==> src/rtl/sar_adc_ctrl.sv <==
// Successive-approximation ADC controller: track/hold, per-bit DAC trial, result capture.
// Optional SAR_SETTLE_EN adds a WAIT state of SETTLE_CYC cycles between SET and EVAL.
module sar_adc_ctrl #(
  parameter int unsigned WIDTH      = 8,
  parameter int unsigned SAMPLE_CYC = 4,
  parameter int unsigned SETTLE_CYC = 2
) (
  input  logic             clk_i,
  input  logic             rst_i,
  input  logic             start_i,
  input  logic             cmp_in_i,
  output logic             sample_o,
  output logic [WIDTH-1:0] dac_code_o,
  output logic             busy_o,
  output logic             done_o,
  output logic [WIDTH-1:0] dout_o
);

  localparam int unsigned IdxW = $clog2(WIDTH);
  localparam int unsigned SmpW = $clog2(SAMPLE_CYC + 1);

  if (WIDTH < 2 || SAMPLE_CYC < 1 || SETTLE_CYC < 1) begin : g_param_check
    $error("sar_adc_ctrl: WIDTH >= 2, SAMPLE_CYC >= 1 and SETTLE_CYC >= 1 required");
  end

`ifdef SAR_SETTLE_EN
  localparam int unsigned SetW = $clog2(SETTLE_CYC + 1);
  typedef enum logic [2:0] {StIdle, StSample, StSet, StWait, StEval, StDone} state_e;
  logic [SetW-1:0] set_cnt_q, set_cnt_d;
`else
  typedef enum logic [2:0] {StIdle, StSample, StSet, StEval, StDone} state_e;
`endif

  state_e           state_q, state_d;
  logic [IdxW-1:0]  idx_q, idx_d;
  logic [SmpW-1:0]  smp_cnt_q, smp_cnt_d;
  logic [WIDTH-1:0] dac_q, dac_d;
  logic [WIDTH-1:0] dout_q, dout_d;
  logic [WIDTH-1:0] bit_mask;

  assign bit_mask = {{(WIDTH-1){1'b0}}, 1'b1} << idx_q;

  always_ff @(posedge clk_i or posedge rst_i) begin
    if (rst_i) begin
      state_q   <= StIdle;
      idx_q     <= '0;
      smp_cnt_q <= '0;
      dac_q     <= '0;
      dout_q    <= '0;
`ifdef SAR_SETTLE_EN
      set_cnt_q <= '0;
`endif
    end else begin
      state_q   <= state_d;
      idx_q     <= idx_d;
      smp_cnt_q <= smp_cnt_d;
      dac_q     <= dac_d;
      dout_q    <= dout_d;
`ifdef SAR_SETTLE_EN
      set_cnt_q <= set_cnt_d;
`endif
    end
  end

  always_comb begin
    state_d   = state_q;
    idx_d     = idx_q;
    smp_cnt_d = smp_cnt_q;
    dac_d     = dac_q;
    dout_d    = dout_q;
`ifdef SAR_SETTLE_EN
    set_cnt_d = set_cnt_q;
`endif
    case (state_q)
      StIdle: begin
        if (start_i) begin
          state_d   = StSample;
          dac_d     = '0;
          smp_cnt_d = '0;
        end
      end
      StSample: begin
        if (smp_cnt_q == SmpW'(SAMPLE_CYC - 1)) begin
          state_d = StSet;
          idx_d   = IdxW'(WIDTH - 1);
        end else begin
          smp_cnt_d = smp_cnt_q + 1'b1;
        end
      end
      StSet: begin
        dac_d = dac_q | bit_mask;
`ifdef SAR_SETTLE_EN
        state_d   = StWait;
        set_cnt_d = '0;
`else
        state_d = StEval;
`endif
      end
`ifdef SAR_SETTLE_EN
      StWait: begin
        if (set_cnt_q == SetW'(SETTLE_CYC - 1)) begin
          state_d = StEval;
        end else begin
          set_cnt_d = set_cnt_q + 1'b1;
        end
      end
`endif
      StEval: begin
        if (!cmp_in_i) begin
          dac_d = dac_q & ~bit_mask;
        end
        if (idx_q == '0) begin
          // Capture here so dout is already valid during the DONE cycle.
          state_d = StDone;
          dout_d  = dac_d;
        end else begin
          state_d = StSet;
          idx_d   = idx_q - 1'b1;
        end
      end
      StDone: begin
        if (start_i) begin
          state_d   = StSample;
          dac_d     = '0;
          smp_cnt_d = '0;
        end else begin
          state_d = StIdle;
        end
      end
      default: state_d = StIdle;
    endcase
  end

  assign sample_o   = (state_q == StSample);
  assign busy_o     = (state_q != StIdle) && (state_q != StDone);
  assign done_o     = (state_q == StDone);
  assign dac_code_o = dac_q;
  assign dout_o     = dout_q;

endmodule
==> config.mk <==
export PLATFORM = sky130hd
export DESIGN_NAME = sar_adc_ctrl
export DESIGN_NICKNAME = d
export VERILOG_FILES = /design/src/rtl/sar_adc_ctrl.sv
export SDC_FILE = /design/constraint.sdc
export NUM_CORES = 1
export LEC_CHECK = 0
export CAP_MARGIN = 15
export CORE_MARGIN = 3
export CORE_UTILIZATION = 38
export DETAILED_ROUTE_END_ITERATION = 16
export PLACE_DENSITY = 0.7
export SLEW_MARGIN = 20
export SYNTH_ARGS = -nofsm -noshare
export SYNTH_HDL_FRONTEND = slang
export SYNTH_SLANG_ARGS = --single-unit
==> constraint.sdc <==
create_clock -name clk_i -period 2 [get_ports clk_i]
set_clock_uncertainty 0.1 [all_clocks]
set_input_delay 0.3 -clock clk_i [delete_from_list [all_inputs] [get_ports clk_i]]
set_output_delay 0.3 -clock clk_i [all_outputs]
set_load 0.01 [all_outputs]
==> results of run 1 <==
registers in the layout (all words and copies together), names as in the netlist:
signal,flops
dac_code_o,8
dout_o,8
idx_q,3
smp_cnt_q,3
state_q,3
worst max-delay path: cells and delay by family (launching register included):
kind / cells / cell delay, ps
simple gates: 1 / 160
buf+inv: 2 / 530
flops: 1 / 490
per-layer routing:
metal / up-vias / part of all wire / global-route usage
met2: 27 / 0.49 / 0.263
met5: - / 0 / 0
met3: 4 / 0.036 / 0.0316
met1: 529 / 0.46 / 0.184
met4: 0 / 0.014 / 0.0475
li1: 546 / - / -
placed cells by master, fill, tap and decap left out, types with 2 or more instances in the layout:
master / synthesis / routed
sky130_fd_sc_hd__dfrtp_1: 25 / 23
sky130_fd_sc_hd__o21ai_1: 2 / 2
sky130_fd_sc_hd__dfrtp_2: 0 / 2
sky130_fd_sc_hd__o21ai_0: 16 / 16
sky130_fd_sc_hd__nor2_1: 10 / 9
sky130_fd_sc_hd__a21oi_1: 11 / 11
sky130_fd_sc_hd__inv_1: 7 / 7
sky130_fd_sc_hd__nor3_1: 2 / 2
sky130_fd_sc_hd__clkdlybuf4s50_1: 0 / 20
sky130_fd_sc_hd__nand2b_1: 3 / 3
sky130_fd_sc_hd__nand3_1: 3 / 3
sky130_fd_sc_hd__a22o_1: 2 / 2
sky130_fd_sc_hd__clkbuf_4: 0 / 3
sky130_fd_sc_hd__a311oi_1: 2 / 2
sky130_fd_sc_hd__ha_1: 7 / 7
sky130_fd_sc_hd__o22ai_1: 2 / 2
sky130_fd_sc_hd__nand2_1: 32 / 32
sky130_fd_sc_hd__buf_4: 1 / 6
sky130_fd_sc_hd__nor2b_1: 3 / 2
worst min path at each step:
stage | end | slack, ps | cells past startpoint
final | dac_code_o[3] | 210 | 3
after CTS | dout_o[0] | 220 | 3
after floorplan | dac_code_o[0] | 230 | 1
after detailed placement | dout_o[3] | 370 | 2
after global placement | dout_o[3] | 360 | 2
after global routing | dac_code_o[3] | 240 | 3
kinds of logic (layout without fill, tap and decap cells):
kind of cell	after synthesis	count (layout)	share of synthesized area
AOI/OAI and AO/OA	41	41	0.189
and+or+nand+nor	58	58	0.204
adders and majority gates	7	7	0.0683
buffers and inverters	12	39	0.0420
DFF	25	25	0.488
muxes	1	1	0.00878
layout make-up:
class	count	area (um^2)	share of cell area
inverters	7	26.3	0.0163
flip-flops and latches	25	628	0.390
clock buffers	3	22.5	0.0140
clock inverters	1	5.00	0.00311
multi-input cells	107	608	0.377
well taps	44	55.1	0.0342
repair buffers	28	267	0.165
per-stage QoR:
stage | area (um^2) | hold WS [ps] | worst slack (ps) | util
after floorplan | 1280 | 227 | 417 | -
after CTS | 1610 | 219 | 25.5 | 0.514
after global placement | 1550 | 363 | 216 | 0.496
after detailed placement | 1550 | 369 | 197 | 0.496
final | 1610 | 214 | 101 | 0.515
after global routing | 1610 | 245 | 21.7 | 0.515
what timing repair did:
action | CTS | global route
cloned | 0 | 0
setup buffers | 3 | 0
setup endpoints to repair | 3 | 2
pin swaps | 0 | 0
resized for setup | 4 | 2
report_power, final:
group          total [mW]  switching, mW  internal, mW
Clock               0.231          0.156        0.0750
Sequential          0.906          0.188         0.717
Combinational        1.26          0.656         0.604
Total                2.40           1.00          1.40
==> reports/qor.log, run 1 <==
qor: run_status.status complete, no violations
qor: die.die-height 64.1 um
qor: grt.vias_in_the_first_global_route 1088
qor: route.route.vias.total 1106
qor: die.initial_core_util 0.410
qor: layout.post_route_cells_drive_above_1_share 0.0994
qor: placed_design.dp_hpwl 2070 um
qor: route.wl_per_cell 13.2 um
qor: worst_setup_path.timing.critical_path.slowest_cell_delay 490 ps
qor: worst_setup_path.cp_slowest_cell sky130_fd_sc_hd__dfrtp_2
qor: cts.clk_root_buffer_cell sky130_fd_sc_hd__clkbuf_4
qor: timing.setup-tns-final 0 ps
qor: yosys.synth_area_per_cell 8.91 um^2
qor: grt.maximum_number_of_pins_on_one_net_before_global_route_repair 26
qor: cts.cts.path.max_buffers 2
qor: grt.grt_overflow_total 0
qor: timing.final_max_slew_viols 0
qor: worst_setup_path.critPathKind reg2out
qor: yosys.synth_top_cells_by_area sky130_fd_sc_hd__dfrtp_1, sky130_fd_sc_hd__nand2_1, sky130_fd_sc_hd__ha_1
qor: placed_design.numPlacedInstances 208
qor: yosys.seq_area_frac_synth 0.488
qor: yosys.synthesis.nets 155
qor: yosys.synth_most_common_cell sky130_fd_sc_hd__nand2_1
qor: route.avgViaCountPerCell 5.14
qor: yosys.async_reset_ff_frac 1.00
qor: yosys.synthDominantCellAreaShare 0.488
qor: cts.clock_pin_slew_on_the_worst_setup_and_hold_paths 140 ps
qor: grt.grt.total_usage 0.150
qor: yosys.post_synth_instance_area 1280 um^2
qor: cts.clock_tree_from_tritoncts yes
qor: timing.finalHoldViolCount 0
qor: layout.layout.cells.non_filler 215
qor: worst_setup_path.worst-r2r-setup-slack 250 ps
qor: worst_setup_path.critPathLaunchType flop
qor: timing.finalWorstPathRequiredPeriod 1900 ps
qor: worst_setup_path.critPathRequiredTime 1600 ps
qor: route.drcViolationCount 0
qor: die.io_pins 23
qor: worst_hold_path.worst_hold_path_type in2async
qor: cts.cts_max_level 1
qor: layout.ant_diodes 0
qor: yosys.synth_enable_flop_cells 0
qor: die.num_rows 20
qor: yosys.ys_ff_latch 25
qor: worst_setup_path.critPathLaunch state_q[1]
qor: die.die_boundary_width 64.1 um
qor: worst_setup_path.worstReg2RegStart state_q[2]
qor: grt.initial_antenna_violation_count 0
qor: route.detail_route.iter0.violations 58
qor: layout.area_delta_synth_final 25.7%
qor: placed_design.port_buffers 22
qor: yosys.synthDominantAreaCellType sky130_fd_sc_hd__dfrtp_1
qor: grt.first_pass_grt_wire_length 4990 um
qor: timing.fmaxAchievable 0.527 GHz
qor: yosys.synthFlopType sky130_fd_sc_hd__dfrtp_1
qor: timing.slew_headroom 0.668
qor: worst_setup_path.worstSetupEndpoint busy_o
qor: timing.worst-slew-pin-transition 497 ps
qor: route.wirelength 2830 um
qor: power.power_after_layout 2.40 mW
qor: layout.fillCellCount 301
qor: worst_setup_path.ff2ff_path_depth 6
qor: worst_setup_path.cp.arrival 1500 ps
qor: die.core 3130 um^2
qor: layout.layout.nets 183
qor: timing.final_setup_violating_endpoints 0
qor: worst_setup_path.crit_path_end_kind output port
qor: route.antenna_violating_nets_post_route 0
qor: power.p_per_area 1490 nW/um^2
qor: yosys.synth-warning-count 0
qor: job.number_of_max_cap_violations 0
qor: worst_setup_path.r2r_end idx_q[2]
qor: timing.grt_setup_unrepaired false
qor: cts.cts_made_buffers 3
qor: die.die-area 4110 um^2
qor: placed_design.last_weighted_congestion_value_of_the_routability_driven_placer 0.808
qor: cts.clkSinkCount 25
qor: worst_setup_path.crit_path_cells nor2_2 > inv_1 > clkdlybuf4s50_1
qor: cts.clk_latency 320 ps
qor: yosys.top_cell_types_by_occurrence_after_synthesis sky130_fd_sc_hd__nand2_1, sky130_fd_sc_hd__dfrtp_1, sky130_fd_sc_hd__o21ai_0, sky130_fd_sc_hd__a21oi_1, sky130_fd_sc_hd__nor2_1
qor: power.power_leakage 0.753 nW
qor: power.peakVddDrop 0.502 mV
qor: route.drt_first_pass_iters 4
qor: yosys.syn-instance-count 144
qor: worst_setup_path.worst-path-max-fanout 7
qor: yosys.yosys.cell_types.count 29
qor: cts.cts-hold-fix-buffers 0
qor: timing.post-route-period-util 0.949
(Power assumes the default switching activity.)
==> inputs of run 2 (changes only) <==
Settings changed: SETUP_SLACK_MARGIN from default to 0.05.
==> run 2 against run 1 <==
- critical path depth unchanged
- sequential cell count unchanged
- first-iteration DRC count increased by 8.6%
- sequential share of layout area decreased by 0.15 points
- clock-buffer cell count unchanged
- routed wire length decreased by 1.1%
- non-clock buffer count increased by 1
- core utilization increased by 0.20 points
- global-route usage increased by 0.074 points
- hold slack about the same
- critical endpoint unchanged
- largest power group unchanged
==> reports/qor.log, run 2 (synthesis results as in run 1) <==
qor: worst_setup_path.cp.arrival 1460 ps [was 1500 ps]
qor: grt.globalRouteMet2Util 0.263 [unchanged]
qor: cts.clkSinkCount 25 [unchanged]
qor: timing.slew_headroom 0.745 [was 0.668]
qor: timing.worst-slew-pin-transition 381 ps [was 497 ps]
qor: grt.grt.total_usage 0.151 [was 0.150]
qor: grt.vias_in_the_first_global_route 1092 [was 1088]
qor: worst_setup_path.critPathKind reg2out [unchanged]
qor: grt.grt-busiest-layer met2 [unchanged]
qor: layout.mostFrequentLayoutCells sky130_fd_sc_hd__nand2_1, sky130_fd_sc_hd__dfrtp_1, sky130_fd_sc_hd__clkdlybuf4s50_1, sky130_fd_sc_hd__o21ai_0, sky130_fd_sc_hd__a21oi_1 [unchanged]
qor: timing.final_max_slew_viols 0 [unchanged]
qor: timing.fmaxAchievable 0.539 GHz [was 0.527 GHz]
qor: placed_design.port_buffers 22 [unchanged]
qor: power.power_leakage 0.747 nW [was 0.753 nW]
qor: cts.cts_max_level 1 [unchanged]
qor: die.initial_core_util 0.410 [unchanged]
qor: cts.clock_pin_slew_on_the_worst_setup_and_hold_paths 140 ps [about the same]
qor: route.drt_first_pass_iters 4 [unchanged]
qor: layout.post_route_cells_drive_above_1_share 0.110 [was 0.0994]
qor: worst_setup_path.critPathLaunch state_q[1] [unchanged]
qor: worst_setup_path.timing.critical_path.max_delay_family buffers and inverters [unchanged]
qor: timing.finalHoldViolCount 0 [unchanged]
qor: timing.grt_setup_unrepaired false [unchanged]
qor: layout.ant_diodes 0 [unchanged]
qor: grt.globalRouteMet1Util 0.186 [was 0.184]
qor: grt.grt_overflow_total 0 [unchanged]
qor: worst_setup_path.critPathLaunchType flop [unchanged]
qor: cts.clock_tree_from_tritoncts yes [unchanged]
qor: grt.initial_antenna_violation_count 0 [unchanged]
qor: route.detail_route.iter0.violations 63 [was 58]
qor: worst_setup_path.critPathRequiredTime 1600 ps [about the same]
qor: layout.fillCellCount 298 [was 301]
qor: cts.clk_root_buffer_cell sky130_fd_sc_hd__clkbuf_4 [unchanged]
qor: layout.layout.nets 184 [was 183]
qor: power.peakVddDrop 0.510 mV [was 0.502 mV]
qor: grt.maximum_number_of_pins_on_one_net_before_global_route_repair 26 [unchanged]
qor: cts.cts-hold-fix-buffers 0 [unchanged]
qor: power.power_after_layout 2.41 mW [was 2.40 mW]
qor: layout.area_delta_synth_final 26.1% [was 25.7%]
qor: placed_design.pre_cts_ws 197 ps [unchanged]
qor: die.num_rows 20 [unchanged]
qor: layout.finish.instance_area 1620 um^2 [was 1610 um^2]
qor: route.wirelength 2800 um [was 2830 um]
qor: cts.cts_made_buffers 3 [unchanged]
qor: die.die_boundary_width 64.1 um [unchanged]
qor: route.antenna_violating_nets_post_route 0 [unchanged]
qor: worst_setup_path.worst-r2r-setup-slack 270 ps [was 250 ps]
qor: layout.sequential_cell_area 628 um^2 [unchanged]
qor: timing.setup-tns-final 0 ps [unchanged]
qor: layout.final_common_cell sky130_fd_sc_hd__nand2_1 [unchanged]
qor: worst_setup_path.worstSetupEndpoint busy_o [unchanged]
qor: worst_setup_path.cp_slowest_cell sky130_fd_sc_hd__clkdlybuf4s50_1 [was sky130_fd_sc_hd__dfrtp_2]
qor: die.die-height 64.1 um [unchanged]
qor: power.p_per_area 1490 nW/um^2 [about the same]
qor: layout.postLayoutCoreUtil 0.517 [was 0.515]
qor: cts.cts.path.max_buffers 2 [unchanged]
qor: die.io_pins 23 [unchanged]
qor: placed_design.detailed_place.area 1550 um^2 [unchanged]
qor: timing.post-route-period-util 0.928 [was 0.949]
qor: die.die-area 4110 um^2 [unchanged]
qor: worst_setup_path.r2r_end dout_o[7] [was idx_q[2]]
qor: placed_design.last_weighted_congestion_value_of_the_routability_driven_placer 0.808 [unchanged]
qor: worst_setup_path.ff2ff_path_depth 7 [was 6]
qor: route.drcViolationCount 0 [unchanged]
qor: grt.first_pass_grt_wire_length 5020 um [was 4990 um]
qor: run_status.status complete, no violations [unchanged]
qor: route.avgViaCountPerCell 5.11 [was 5.14]
qor: layout.multi_input_combinational_cell_area 611 um^2 [was 608 um^2]
qor: grt.globalRouteMet3Util 0.0316 [unchanged]
qor: timing.final_setup_violating_endpoints 0 [unchanged]
qor: route.wl_per_cell 13.0 um [was 13.2 um]
qor: job.number_of_max_cap_violations 0 [unchanged]
qor: worst_hold_path.worst_hold_path_type in2async [unchanged]
qor: timing.finalWorstPathRequiredPeriod 1860 ps [was 1900 ps]
qor: cts.clk_latency 320 ps [about the same]
qor: worst_setup_path.path_buf_inv 2 [unchanged]
qor: placed_design.dp_hpwl 2070 um [unchanged]
qor: route.route.vias.total 1103 [was 1106]
qor: worst_setup_path.worst-path-max-fanout 4 [was 7]
qor: die.core 3130 um^2 [unchanged]
qor: worst_setup_path.critical_path_depth 3 [unchanged]
qor: worst_setup_path.crit_path_cells nor2_2 > inv_1 > clkdlybuf4s50_1 [unchanged]
qor: worst_setup_path.crit_path_end_kind output port [unchanged]
qor: worst_setup_path.worstReg2RegStart idx_q[0] [was state_q[2]]
qor: worst_setup_path.timing.critical_path.slowest_cell_delay 470 ps [was 490 ps]
qor: timing.setup_ws 144 ps [was 101 ps]
run 2: cell types whose count changed in the layout (fill, tap and decap cells not counted):
cell / delta
sky130_fd_sc_hd__buf_4: +1
sky130_fd_sc_hd__nor2b_1: -1
sky130_fd_sc_hd__dlygate4sd2_1: +1
sky130_fd_sc_hd__nor2b_2: +1
sky130_fd_sc_hd__dlymetal6s2s_1: -1
run 2: worst min path at each step:
stage | startpoint | end | slack (ps) | cells after the start
floorplan | rst_i | dac_code_o[0] | 230 | 1
global placement | dout_o[3] | dout_o[3] | 360 | 2
detailed placement | dout_o[3] | dout_o[3] | 370 | 2
CTS | rst_i | dout_o[0] | 220 | 3
global route | rst_i | dac_code_o[3] | 240 | 3
finish | rst_i | dac_code_o[3] | 210 | 3
run 2: metrics by stage:
stage / hold WS [ps] / std cells
finish: 214 / 216
global route: 245 / 216
CTS: 219 / 216
detailed placement: 369 / 208
global placement: 363 / 208
floorplan: 227 / 144
run 2: layer usage:
metal	vias up	routed length [um]
met5	-	0
met4	0	39
met3	4	95
met2	24	1370
met1	524	1300
li1	551	-
run 2: worst register-to-register path: cells and delay by family, from the launching register on:
kind | cells | cell delay [ps]
adders and majority gates | 1 | 250
DFF | 1 | 470
and+or+nand+nor | 3 | 420
AOI/OAI and AO/OA | 1 | 70
buffers and inverters | 2 | 320
run 2: report_power, final:
part           switching, mW  internal [mW]
sequential             0.178          0.717
combinational          0.665          0.615
clock                  0.155         0.0750
run 2: cell type report:
class,count,share of cell area
clock buffer,3,0.0139
clock inverter,1,0.00309
inverter,7,0.0162
multi-input combinational,107,0.377
sequential,25,0.388
tap,44,0.0340
timing repair buffer,29,0.167
run 2: what timing repair did:
item,4_1_cts,5_1_grt
buffers inserted,4,0
resized for setup,5,2
setup endpoints to repair,3,2
==> inputs of run 3 (changes only) <==
Settings changed: RECOVER_POWER from default to 25.
==> run 3 against run 2 <==
- clock power about the same
- critical path depth unchanged
- critical endpoint unchanged
- largest cell class unchanged
- final area unchanged
- register-to-register slack about the same
- global-route usage unchanged
==> reports/qor.log, run 3 (synthesis results as in run 1) <==
qor: timing.grt_setup_unrepaired false [unchanged]
qor: cts.clkSinkCount 25 [unchanged]
qor: grt.grt_overflow_total 0 [unchanged]
qor: layout.fillCellCount 298 [unchanged]
qor: grt.vias_in_the_first_global_route 1092 [unchanged]
qor: die.die_boundary_width 64.1 um [unchanged]
qor: route.antenna_violating_nets_post_route 0 [unchanged]
qor: timing.finalHoldViolCount 0 [unchanged]
qor: power.peakVddDrop 0.510 mV [about the same]
qor: placed_design.last_weighted_congestion_value_of_the_routability_driven_placer 0.808 [unchanged]
qor: timing.worst-slew-pin-transition 381 ps [unchanged]
qor: power.power_leakage 0.747 nW [about the same]
qor: route.avgViaCountPerCell 5.11 [unchanged]
qor: worst_setup_path.critPathKind reg2out [unchanged]
qor: cts.clock_tree_from_tritoncts yes [unchanged]
qor: worst_setup_path.worstReg2RegStart idx_q[0] [unchanged]
qor: timing.slew_headroom 0.745 [unchanged]
qor: timing.final_setup_violating_endpoints 0 [unchanged]
qor: grt.initial_antenna_violation_count 0 [unchanged]
qor: placed_design.port_buffers 22 [unchanged]
qor: power.p_per_area 1490 nW/um^2 [about the same]
qor: layout.multi_input_combinational_cell_area 611 um^2 [unchanged]
qor: worst_setup_path.r2r_end dout_o[7] [unchanged]
qor: route.wirelength 2800 um [unchanged]
qor: die.die-area 4110 um^2 [unchanged]
qor: worst_setup_path.worstSetupEndpoint busy_o [unchanged]
qor: layout.area_delta_synth_final 26.1% [unchanged]
qor: cts.clk_root_buffer_cell sky130_fd_sc_hd__clkbuf_4 [unchanged]
qor: route.drcViolationCount 0 [unchanged]
qor: layout.ant_diodes 0 [unchanged]
qor: die.die-height 64.1 um [unchanged]
qor: worst_setup_path.critPathRequiredTime 1600 ps [about the same]
qor: layout.layout.nets 184 [unchanged]
qor: die.io_pins 23 [unchanged]
qor: worst_setup_path.worst-r2r-setup-slack 270 ps [about the same]
qor: route.wl_per_cell 13.0 um [unchanged]
qor: grt.first_pass_grt_wire_length 5020 um [unchanged]
qor: route.route.vias.total 1103 [unchanged]
qor: die.num_rows 20 [unchanged]
qor: timing.finalWorstPathRequiredPeriod 1860 ps [unchanged]
qor: run_status.status complete, no violations [unchanged]
qor: worst_setup_path.worst-path-max-fanout 4 [unchanged]
qor: layout.final_common_cell sky130_fd_sc_hd__nand2_1 [unchanged]
qor: route.drt_first_pass_iters 4 [unchanged]
qor: grt.maximum_number_of_pins_on_one_net_before_global_route_repair 26 [unchanged]
qor: layout.mostFrequentLayoutCells sky130_fd_sc_hd__nand2_1, sky130_fd_sc_hd__dfrtp_1, sky130_fd_sc_hd__clkdlybuf4s50_1, sky130_fd_sc_hd__o21ai_0, sky130_fd_sc_hd__a21oi_1 [unchanged]
qor: layout.post_route_cells_drive_above_1_share 0.110 [unchanged]
qor: cts.clk_latency 320 ps [about the same]
qor: die.initial_core_util 0.410 [unchanged]
qor: placed_design.dp_hpwl 2070 um [unchanged]
qor: worst_setup_path.crit_path_end_kind output port [unchanged]
qor: timing.setup-tns-final 0 ps [unchanged]
qor: timing.post-route-period-util 0.928 [unchanged]
qor: timing.holdWs 351 ps [was 214 ps]
qor: grt.grt.total_usage 0.151 [unchanged]
qor: cts.clock_pin_slew_on_the_worst_setup_and_hold_paths 140 ps [about the same]
qor: cts.cts.path.max_buffers 2 [unchanged]
qor: job.number_of_max_cap_violations 0 [unchanged]
qor: timing.final_max_slew_viols 0 [unchanged]
qor: worst_setup_path.critPathLaunchType flop [unchanged]
qor: cts.cts_max_level 1 [unchanged]
qor: layout.sequential_cell_area 628 um^2 [unchanged]
qor: die.core 3130 um^2 [unchanged]
qor: worst_setup_path.cp.arrival 1460 ps [about the same]
qor: worst_hold_path.worst_hold_path_type in2async [unchanged]
qor: timing.fmaxAchievable 0.539 GHz [unchanged]
qor: cts.cts_made_buffers 3 [unchanged]
qor: route.detail_route.iter0.violations 63 [unchanged]
qor: worst_setup_path.ff2ff_path_depth 7 [unchanged]
qor: worst_setup_path.critPathLaunch state_q[1] [unchanged]
qor: cts.cts-hold-fix-buffers 0 [unchanged]
==> run 3: changes by cell type in the layout (fill, tap and decap cells not counted), sizes merged <==
cell           delta
dlygate4sd3       +1
clkdlybuf4s50     -1
==> run 3: through the flow <==
step | cell area, um^2 | util | power [mW] | cells | setup WS (ps)
floorplan | 1280 | - | 1.66 | 144 | 417
global placement | 1550 | 0.496 | 2.10 | 208 | 216
detailed placement | 1550 | 0.496 | 2.15 | 208 | 197
CTS | 1610 | 0.516 | 2.42 | 216 | 134
global route | 1620 | 0.517 | 2.63 | 216 | 54.5
finish | 1620 | 0.517 | 2.41 | 216 | 144
==> run 3: report_power, final <==
part | switching [mW] | internal, mW
Sequential | 0.178 | 0.717
Combinational | 0.665 | 0.615
Clock | 0.155 | 0.0750
==> run 3: worst min path at each step <==
| stage | startpoint | end | depth (start not counted) |
|---|---|---|---|
| 2_1_floorplan | rst_i | dac_code_o[0] | 1 |
| 3_3_place_gp | dout_o[3] | dout_o[3] | 2 |
| 3_5_place_dp | dout_o[3] | dout_o[3] | 2 |
| 4_1_cts | rst_i | dout_o[0] | 3 |
| 5_1_grt | rst_i | dac_code_o[3] | 3 |
| 6_report | rst_i | dac_code_o[3] | 3 |
==> run 3: routing by layer <==
layer | GRT usage | up-vias | share of wire
li1 | - | 551 | -
met1 | 0.186 | 524 | 0.46
met2 | 0.263 | 24 | 0.49
met3 | 0.0316 | 4 | 0.034
met4 | 0.0475 | 0 | 0.014
met5 | 0 | - | 0
==> run 3: critical path, stage by stage, from the launching register on <==
cell	delay, ps
sky130_fd_sc_hd__dfrtp_2	460
sky130_fd_sc_hd__nor2_2	150
sky130_fd_sc_hd__inv_1	60
sky130_fd_sc_hd__clkdlybuf4s50_1	470
==> run 3: final cells by class <==
cell class	count	area share
multi-input cells	107	0.377
clock inverters	1	0.00309
inverters	7	0.0162
repair buffers	29	0.167
flip-flops and latches	25	0.388
clock buffers	3	0.0139
well taps	44	0.0340
==> run 3: repair_timing <==
item,CTS,global route
buffers inserted,4,0
gates resized for setup,5,2
setup endpoints to repair,3,2
==> variant 1: new RTL, config.mk and constraints of run 3 <==
Add an input register stage for `start_i` and `cmp_in_i`, with the module's reset; this delays them by one clock.
--- a/src/rtl/sar_adc_ctrl.sv
+++ b/src/rtl/sar_adc_ctrl.sv
@@ -19,4 +19,17 @@
   localparam int unsigned IdxW = $clog2(WIDTH);
   localparam int unsigned SmpW = $clog2(SAMPLE_CYC + 1);
+
+  logic start_q;
+  logic cmp_in_q;
+
+  always_ff @(posedge clk_i or posedge rst_i) begin
+    if (rst_i) begin
+      start_q  <= '0;
+      cmp_in_q <= '0;
+    end else begin
+      start_q  <= start_i;
+      cmp_in_q <= cmp_in_i;
+    end
+  end
 
   if (WIDTH < 2 || SAMPLE_CYC < 1 || SETTLE_CYC < 1) begin : g_param_check
@@ -74,5 +87,5 @@
     case (state_q)
       StIdle: begin
-        if (start_i) begin
+        if (start_q) begin
           state_d   = StSample;
           dac_d     = '0;
@@ -107,5 +120,5 @@
 `endif
       StEval: begin
-        if (!cmp_in_i) begin
+        if (!cmp_in_q) begin
           dac_d = dac_q & ~bit_mask;
         end
@@ -120,5 +133,5 @@
       end
       StDone: begin
-        if (start_i) begin
+        if (start_q) begin
           state_d   = StSample;
           dac_d     = '0;
Function: changed (Yosys sat finds a counterexample within 4 cycles, from zero or initial values and one cycle with rst_i high).
==> variant 1 against run 3 <==
First-iteration DRC count decreased by 40%; via count decreased by 2.4%; synthesized area is 4.2% higher; power fell by 6.1%; sequential cell count up 2; core utilization is 0.62 points higher; synthesized cell count shrank 4.2%; sequential share of layout area is 1.5 points higher; worst hold slack improved by 48 ps; worst setup slack gained 37 ps; wire length down 0.75%; clock power up 4%; cell area grew 3.6%.
==> variant 1: results (changes against run 3) <==
* Run status: completed
* Headroom to the max-slew limit at 0.565 (-0.180)
* P_leak at 0.000783 uW (+4.8%)
* Number of warning messages in the yosys log at 0 (unchanged)
* Number of violations reported at the end of detailed-routing iteration 0 at 38 (-40%)
* Final wirelength at 2.78 mm (-0.75%)
* Wire length of the first global-routing pass at 4.84 mm (-3.6%)
* Final estimated routing congestion in global placement at 0.784 (-2.9%)
* Number of diodes added for antenna fixing at 0 (unchanged)
* Synthesized Nets at 149 (-3.9%)
* Post-CTS clock slew at the launch and capture registers of the worst setup and hold paths at 140 ps (about the same)
* Pin count of the biggest net entering global routing at 28 (+7.7%)
* HPWL after detailed placement at 2.11 mm (+2.2%)
* Layout cells sized above 1 at 0.107 (-0.00396)
* Reg-to-Reg Start: idx_q[0]
* VDD IR max at 576 uV (+13%)
* Via count of the first global-routing pass at 1093 (+0.092%)
* Clock latency on the worst-skew pair at 320 ps (about the same)
* Number of distinct library cells after synthesis at 33 (+14%)
* Synth top area cells: dfrtp_1, nand2_1, ha_1
* Class of the most critical hold timing path: flip-flop to flip-flop
* Total global routing track utilization at 0.142 (-0.00863)
* Antenna violations before repair at 0 (unchanged)
* TritonCTS Buffers at 3 (unchanged)
* Dominant register cell in the synthesized netlist: dfrtp_1
* Root Driver: clkbuf_4
* Worst path arrival time at 1420 ps (-40 ps)
* Source of the critical timing path: state_q[1]
* Share of the yosys chip area belonging to registers at 0.506 (+0.0178)
* Commonest cells in the synthesized netlist: dfrtp_1, nand2_1, o21ai_0
* Launch point of the worst hold path: smp_cnt_q[0]
* Proportion of synthesized flip-flops having asynchronous set or reset at 1.00 (unchanged)
* Critical path fanouts, max at 2 (-2)
* Antenna-violating nets left at 0 (unchanged)
* Longest Clk Path Bufs at 2 (unchanged)
* Vias/cell at 5.05 (-1.1%)
* NumNets Final at 181 (-1.6%)
* H-tree levels at 1 (unchanged)
* Crit path launch type: flip-flop
[variant 1: cell count changes after synthesis, sizes merged, moves of 2 or more]
cell | run 3 | this run
a311oi | 2 | 0
dfrtp | 25 | 27
nand2 | 33 | 25
o2bb2ai | 0 | 2
o22ai | 2 | 0
o31ai | 1 | 3
a31oi | 1 | 5
inv | 7 | 10
o21ai | 18 | 13
or3 | 0 | 2
and2 | 1 | 4
a21oi | 11 | 5
[variant 1: final timing paths]
check                          endpoint  slack, ps  cells after the start
setup / recovery                 busy_o        180                      3
max in group asynchronous    state_q[2]        890                      3
min in group asynchronous     dout_o[4]        460                      3
setup reg to reg              dout_o[4]        190                      5
hold reg to reg            smp_cnt_q[0]        400                      1
hold / removal             smp_cnt_q[0]        400                      1
[variant 1: timing repair]
action	4_1_cts	5_1_grt
hold buffers	0	0
buffers inserted	5	0
gates resized for setup	2	1
gates cloned	0	0
setup endpoints to repair	2	1
[variant 1: stage by stage]
step / setup slack (ps) / cell area [sq um] / std cells / util
final: 181 / 1680 / 213 / 0.523
after global placement: 273 / 1610 / 204 / 0.504
after floorplan: 395 / 1340 / 138 / -
after global routing: 78.2 / 1680 / 213 / 0.523
after CTS: 53.5 / 1680 / 213 / 0.523
after detailed placement: 202 / 1610 / 204 / 0.504
[variant 1: cell families after synthesis]
family | share of synthesized area
simple gates | 0.206
mux | 0.00843
flops | 0.506
compound gates | 0.165
buf+inv | 0.0496
fa+ha+maj | 0.0655
[variant 1: power breakdown]
part	internal [uW]	switching (uW)	leakage, uW
clock network	78.2	161	0.0000150
registers	731	141	0.000344
logic	560	589	0.000424
[variant 1: layout make-up]
cell class	instances	area, sq um
multi-input combinational	97	594
fill	312	1530
clock buffer	4	26.3
sequential	27	677
inverter	10	37.5
timing repair buffer	31	287
tap	44	55.1
[variant 1: worst max-delay path, stage by stage (launching register included)]
cell	delay [ps]
dfrtp_1	400
nor2_1	140
inv_1	70
clkdlybuf4s50_1	480
[variant 1: metal layers]
metal | up-vias | share of wire | track usage
li1 | 535 | - | -
met1 | 504 | 0.45 | 0.173
met2 | 32 | 0.49 | 0.258
met3 | 5 | 0.049 | 0.0188
met4 | 0 | 0.012 | 0.0466
met5 | - | 0 | 0
==> variant 2: new RTL, flow settings as in run 3 <==
Made on the original files. Set the parameter `SAMPLE_CYC` to 8 (it was 4).
--- a/src/rtl/sar_adc_ctrl.sv
+++ b/src/rtl/sar_adc_ctrl.sv
@@ -3,5 +3,5 @@
 module sar_adc_ctrl #(
   parameter int unsigned WIDTH      = 8,
-  parameter int unsigned SAMPLE_CYC = 4,
+  parameter int unsigned SAMPLE_CYC = 8,
   parameter int unsigned SETTLE_CYC = 2
 ) (
Behaviour: not the same (a bounded check fails within 10 cycles, from zero or initial values and one cycle with rst_i high).
==> variant 2 against run 3 <==
Synthesized area grew 9.4%; count of clock-buffer cells in the layout is the same; sequential cell count grew 1; cell area grew 9.2%; power grew 14%; core utilization shrank 0.39 points; worst setup slack gained 85 ps; die area grew 8.5%; wire length grew 3.7%; critical path depth grew 2; first-iteration DRC count shrank 41%; worst hold slack gained 30 ps.
==> variant 2: results (changes against run 3) <==
* Run status: completed
* Antenna violations before repair at 0 (unchanged)
* Root Driver: clkbuf_8
* HPWL after detailed placement at 2.22 mm (+7.3%)
* Gate count of the mapped netlist at 141 (-2.1%)
* Number of multi-input combinational cells in the layout at 99 (-7.5%)
* Share of the yosys chip area belonging to registers at 0.464 (-0.0239)
* Sink Count at 26 (+4.0%)
* Number of violations reported at the end of detailed-routing iteration 0 at 37 (-41%)
* Layout cells sized above 1 at 0.148 (+0.0375)
* Number of non-clock inverters at 10 (+3)
* Headroom to the max-slew limit at 0.563 (-0.183)
* Via count of the first global-routing pass at 1077 (-1.4%)
* Critical path fanouts, max at 7 (+3)
* Kind of cell with the highest combined delay on the critical path: simple AND/OR/NAND/NOR gates
* Synthesized Nets at 151 (-2.6%)
* Post CTS Setup Buffer Count at 2 (-2)
* Number of filler instances in the final layout at 349 (+17%)
* Setup slack of the worst register-to-register path at 230 ps (-40 ps)
* Total global routing track utilization at 0.154 (+0.00304)
* Synth top area cells: dfrtp_1, ha_1, nand2_1
* Final wirelength at 2.90 mm (+3.7%)
* Clock network share of area at 0.0404 (+0.0234)
* Slowest cell on the critical path: or3b_1
* Multi-input gate share of the layout cell area at 0.376 (-0.00135)
* Worst path arrival time at 1840 ps (+380 ps)
* Proportion of cell area occupied by registers at 0.370 (-0.0186)
* Vias/cell at 5.07 (-0.63%)
* Class of the most critical hold timing path: flip-flop to flip-flop
* NumNets Final at 180 (-2.2%)
* Nonclk buf count at 30 (+3.4%)
* VDD IR max at 534 uV (+4.7%)
* Commonest cells in the synthesized netlist: dfrtp_1, nand2_1, inv_1
* Number of distinct library cells after synthesis at 40 (+38%)
* Post-CTS clock slew at the launch and capture registers of the worst setup and hold paths at 90 ps (-50 ps)
* P_leak at 0.000835 uW (+12%)
* Pin count of the biggest net entering global routing at 27 (+3.8%)
* Number of cells upsized or downsized after cts at 3 (-2)
* DRC violations left at 0 (unchanged)
* Wire length of the first global-routing pass at 5.21 mm (+3.8%)
==> variant 2: cell types whose count changed after synthesis, sizes merged, moves of 3 or more <==
cell | run 3 | this run
a21oi | 11 | 5
a22o | 2 | 5
o31ai | 1 | 7
nand3 | 3 | 7
inv | 7 | 10
nor2 | 10 | 3
nand2 | 33 | 22
o21ai | 18 | 12
and2 | 1 | 5
==> variant 2: path summary, 6_finish.rpt <==
check | from | depth (start not counted) | end
min in group asynchronous | rst_i | 3 | dout_o[6]
worst min register to register | dout_o[5] | 2 | dout_o[5]
worst min-delay path | dout_o[5] | 2 | dout_o[5]
worst max register to register | state_q[1] | 5 | dac_code_o[4]
max in group asynchronous | rst_i | 3 | state_q[1]
worst max-delay path | state_q[1] | 5 | dac_code_o[4]
==> variant 2: logic make-up (layout without fill, tap and decap cells) <==
logic type | after synthesis | after routing | share of synthesized area
buf+inv | 16 | 44 | 0.0696
compound gates | 37 | 37 | 0.174
simple gates | 54 | 54 | 0.224
flops | 26 | 26 | 0.464
mux | 2 | 2 | 0.0152
fa+ha+maj | 6 | 6 | 0.0535
==> variant 2: stage by stage <==
step                      setup WS [ps]  area, sq um  utilization  instances  hold WS, ps
after global placement             88.2         1670        0.484        209          359
after CTS                          26.9         1760        0.510        215          297
after floorplan                     411         1400            -        141          240
after detailed placement           50.3         1670        0.484        209          365
after global routing                116         1770        0.513        215          412
final                               229         1770        0.513        215          381
==> variant 2: power by group <==
| part | leakage [uW] | internal (uW) | switching [uW] |
|---|---|---|---|
| combinational | 0.000474 | 688 | 697 |
| clock | 0.0000357 | 268 | 168 |
| sequential | 0.000325 | 747 | 179 |
| total | 0.000835 | 1700 | 1040 |
==> variant 2: metal layers <==
layer	GRT usage	routed length [um]
met1	0.198	1330
met2	0.262	1430
met3	0.0169	103
met4	0.0609	41
met5	0	0
